--- config.mk ---
export PLATFORM = sky130hd
export DESIGN_NAME = regfile_sb
export DESIGN_NICKNAME = d
export VERILOG_FILES = /design/src/rtl/regfile_sb.sv
export SDC_FILE = /design/constraint.sdc
export NUM_CORES = 2
export LEC_CHECK = 0
export ABC_AREA = 1
export BUFFER_PORTS_ARGS = -buffer_cell sky130_fd_sc_hd__buf_2
export CORE_ASPECT_RATIO = 0.7
export CORE_MARGIN = 5
export CORE_UTILIZATION = 30
export CTS_BUF_LIST = sky130_fd_sc_hd__clkbuf_8
export DETAILED_ROUTE_END_ITERATION = 8
export MAX_ROUTING_LAYER = met4
export PLACE_DENSITY_LB_ADDON = 0.05
export SYNTH_ARGS = -nofsm -noshare
export SYNTH_HDL_FRONTEND = slang
export SYNTH_SLANG_ARGS = --single-unit
--- constraint.sdc ---
create_clock -name clk -period 27 [get_ports clk]
set_input_delay 4.05 -clock clk [delete_from_list [all_inputs] [get_ports clk]]
set_output_delay 4.05 -clock clk [all_outputs]
set_load 0.05 [all_outputs]
--- src/rtl/regfile_sb.sv ---
// regfile_sb: register file with a per-register scoreboard busy bit and a
// saturating accepted-write counter.
//
// Optional feature: define REGFILE_BYPASS_EN to forward same-cycle write data
// to the read ports (rbusyN reads 0 while forwarding). Without it the read
// ports return the stored value and stored busy bit.
//
// Ports:
//   clk, rst            - clock (rising edge), asynchronous active-high reset
//   raddr1/2            - read addresses
//   rdata1/2            - combinational read data (0 for r0 when ZERO_R0,
//                         and for addresses >= READ_LIMIT)
//   rbusy1/2            - scoreboard busy bit of the read address
//   we, waddr, wdata    - write port
//   rsv_en, rsv_addr    - mark a destination register pending (busy)
//   wr_count            - saturating count of accepted writes
module regfile_sb #(
  parameter int DATA_W     = 32,
  parameter int ADDR_W     = 5,
  parameter int READ_LIMIT = 24,
  parameter int ZERO_R0    = 1
) (
  input  logic              clk,
  input  logic              rst,
  input  logic [ADDR_W-1:0] raddr1,
  input  logic [ADDR_W-1:0] raddr2,
  output logic [DATA_W-1:0] rdata1,
  output logic [DATA_W-1:0] rdata2,
  output logic              rbusy1,
  output logic              rbusy2,
  input  logic              we,
  input  logic [ADDR_W-1:0] waddr,
  input  logic [DATA_W-1:0] wdata,
  input  logic              rsv_en,
  input  logic [ADDR_W-1:0] rsv_addr,
  output logic [15:0]       wr_count
);

  localparam int unsigned NREGS = 2 ** ADDR_W;
  localparam logic [31:0] RLIM  = READ_LIMIT;

  logic [DATA_W-1:0] mem [NREGS];
  logic [NREGS-1:0]  busy;
  logic [NREGS-1:0]  busy_nxt;
  logic              wr_acc;
  logic              rsv_ok;
  logic              forced1;
  logic              forced2;

  // A read is forced to zero above the read limit or for the hardwired r0.
  function automatic logic read_forced(input logic [ADDR_W-1:0] a);
    return (32'(a) >= RLIM) || ((ZERO_R0 != 0) && (a == '0));
  endfunction

  assign wr_acc  = we && !((ZERO_R0 != 0) && (waddr == '0));
  assign rsv_ok  = rsv_en && !((ZERO_R0 != 0) && (rsv_addr == '0));
  assign forced1 = read_forced(raddr1);
  assign forced2 = read_forced(raddr2);

  // Reservation is applied after the write clear so it wins on a collision.
  always_comb begin
    busy_nxt = busy;
    if (wr_acc) busy_nxt[waddr] = 1'b0;
    if (rsv_ok) busy_nxt[rsv_addr] = 1'b1;
  end

  always_ff @(posedge clk or posedge rst) begin
    if (rst) begin
      for (int unsigned i = 0; i < NREGS; i++) mem[i] <= '0;
      busy     <= '0;
      wr_count <= '0;
    end else begin
      if (wr_acc) begin
        mem[waddr] <= wdata;
        if (wr_count != '1) wr_count <= wr_count + 16'd1;
      end
      busy <= busy_nxt;
    end
  end

  always_comb begin
    rdata1 = forced1 ? '0 : mem[raddr1];
    rdata2 = forced2 ? '0 : mem[raddr2];
    rbusy1 = forced1 ? 1'b0 : busy[raddr1];
    rbusy2 = forced2 ? 1'b0 : busy[raddr2];
`ifdef REGFILE_BYPASS_EN
    // Forwarding is suppressed during reset so the outputs stay at zero.
    if (!rst && we && !forced1 && (waddr == raddr1)) begin
      rdata1 = wdata;
      rbusy1 = 1'b0;
    end
    if (!rst && we && !forced2 && (waddr == raddr2)) begin
      rdata2 = wdata;
      rbusy2 = 1'b0;
    end
`endif
  end

endmodule

==> results.toml <==
[setup_path]
r2r-end = "wr_count[14]"
r2r_cells = 9
cp-end-kind = "output pin"
cp.arrival_ns = 8.60
criticalPathCategory = "input port to output pin"
start_kind = "input port"
critPathRequiredTime_ns = 22.95
reg2reg_from = "wr_count[0]"
r2r_setup_slack_ns = 24.71
cp_max_fo = 73

[sta]
fin_skew_ns = 0.005509
fin_crit_sh = 0.4686
drv_slew = 0
grt_setup_unrepaired = "no"
worst_slew_pin_slew_ns = 1.250
hold_violations = 0
fmax_ghz = 0.07903
fin_crit_ns = 12.65
slew_headroom = 0.1647
setup_viol = 0
tns_ns = 0

[final_layout]
design.final.nets = 6934
final_cells = 9083
layout-drive-gt1-share = 0.06934
area_growth_pct = 9.918
finish.instance_area_mm2 = 0.05150

[route]
drt_iter0_markers = 4347
viasPerCell = 5.032
totalWireLength_mm = 210.8
wl_per_cell_um = 23.21
drc_errors = 0
final_antenna_net_count = 0
dr.pass1.iters = 6
num_vias = 45710

[global_route]
grt_antenna_before_repair = 16
grt_use_total = 0.2609
grt_pass1_wl_mm = 311.8
grt_max_degree = 167
grt_pass1_vias = 43980
grt_overflow_total = 0

[pwr]
p_leak_nw = 25.21
power.density_mw_per_mm2 = 72.93
ir_drop_uv = 43.54

[synthesis]
synth.distinct_cells = 28
synth_commonest_cells = "nand2_1, nand3_1, dfrtp_1, o21ai_0, inv_1"
synth_area_mm2 = 0.04685
yosysWarnings = 0
synth.most_common_cell = "nand2_1"
synthArstFlopShare = 1.000
netlist_top_cells_area = "dfrtp_1, nand2_1, nand3_1"
syn_inst = 7124
synth_area_per_cell_um2 = 6.577
synth_top_cell_by_area = "dfrtp_1"
yosysTopAreaCellShare = 0.4316
synth-edff-count = 0
syn-num-nets = 7181
ys_seq_area_frac = 0.4316
synth_top_flop_cell = "dfrtp_1"
synth_seq_cells = 808

[floorplan]
die_x_um = 482.3
ios = 138
core_area_mm2 = 0.1553
fp.dieH_um = 340.6
floorplan.die_area_mm2 = 0.1643
initial_core_util = 0.3016
row_count = 121

[clock_tree]
clock-sinks = 808
cts_resized = 0
clkTransAtPathRegs_ns = 0.05
cts_buffer_depth = 3
postCtsSetupBuffers = 0
htreeDepth = 4
cts_made_buffers = 153
root_buffer = "clkbuf_8"
clk-insertion-delay-late_ns = 0.91
cts_tree = "yes"
ctsHoldBuffers = 0

[placement]
placed_area_mm2 = 0.04850
dpl.hpwl_mm = 115.9
place.gp.congestion = 0.8242
placedCellCount = 8813
io_buffers = 137

[min_path]
hp-start = "mem[1010]"
holdPathStages = 0
hp-class = "flip-flop to flip-flop"
min_to = "mem[1010]"

[run]
cap_violations = 0

[run_status]
status = "complete, no violations"
[worst max path at each step]
stage	from	to	slack, ns
floorplan	rst	busy[0]	0.26
global placement	raddr1[0]	rdata1[9]	14.53
detailed placement	raddr1[0]	rdata1[9]	14.48
CTS	raddr1[0]	rdata1[9]	14.47
global route	raddr1[0]	rdata1[9]	14.17
finish	raddr1[0]	rdata1[9]	14.35
[metal layers]
metal,wire length (um),part of all wire,global-route usage
met2,93810,0.44,0.3991
met3,11780,0.056,0.03760
met1,99650,0.47,0.3615
met5,0,0,-
met4,5615,0.027,0.07111
[cell type report]
| type | count | area [um2] |
|---|---|---|
| tap | 2091 | 2616 |
| antenna | 12 | 30.03 |
| timing repair buffer | 222 | 1431 |
| inverter | 598 | 2287 |
| clock buffer | 191 | 2629 |
| fill | 17040 | 103800 |
| clock inverter | 67 | 336.6 |
| multi-input combinational | 5094 | 21950 |
| sequential | 808 | 20220 |
[registers in the layout (all words and copies together), names as in the netlist]
register  count
busy         24
mem         768
wr_count     16
[logic make-up (layout without fill, tap and decap cells)]
kind of cell    Yosys count  in the layout  share of synthesized area
flops                   808            808                     0.4316
xor+xnor                 10             10                   0.001869
fa+ha+maj                 1              1                  0.0002670
simple gates           4246           4246                     0.3724
other cells               0             12                          0
buf+inv                1222           1078                     0.1037
compound gates          837            837                    0.09016
[metrics by stage]
stage / setup slack [ns] / power [mW] / utilization / hold WS [ns]
after floorplan: 0.2577 / 2.275 / - / 0.4290
after global placement: 14.53 / 2.539 / 0.3123 / 0.3646
after detailed placement: 14.48 / 2.547 / 0.3123 / 0.3656
after CTS: 14.47 / 3.804 / 0.3313 / 0.3775
after global routing: 14.17 / 4.014 / 0.3315 / 0.3843
final: 14.35 / 3.756 / 0.3315 / 0.3731
[worst max-delay path: stages]
cell and delay (ns):
buf_8 0.30, buf_4 0.70, buf_4 0.69, buf_4 0.69, buf_4 0.82, nand2_1 0.11, nand3_1 0.12, nand3_1 0.09
nand2_1 0.10, a21oi_1 0.06, nor2_1 0.32, buf_2 0.34
[cell usage in the layout (no fill, tap or decap), types with 7 or more instances in the layout]
cell type   instances
a21oi_1           194
buf_2             129
buf_4              83
clkbuf_8          191
clkinv_2            7
clkinvlp_4          7
dfrtp_1           808
diode_2            12
inv_1             629
inv_2               8
inv_8               8
nand2_1          2857
nand3_1          1134
nor2_1            218
nor2_4             21
o21ai_0           605
o21ai_1            20
o22ai_1            12
[report_power, final]
part	internal, mW	switching (mW)
Sequential	1.47	0.115
Combinational	0.279	0.662
Clock	0.634	0.594
Total	2.39	1.37
Note: power is estimated with default switching activity, not from simulation.
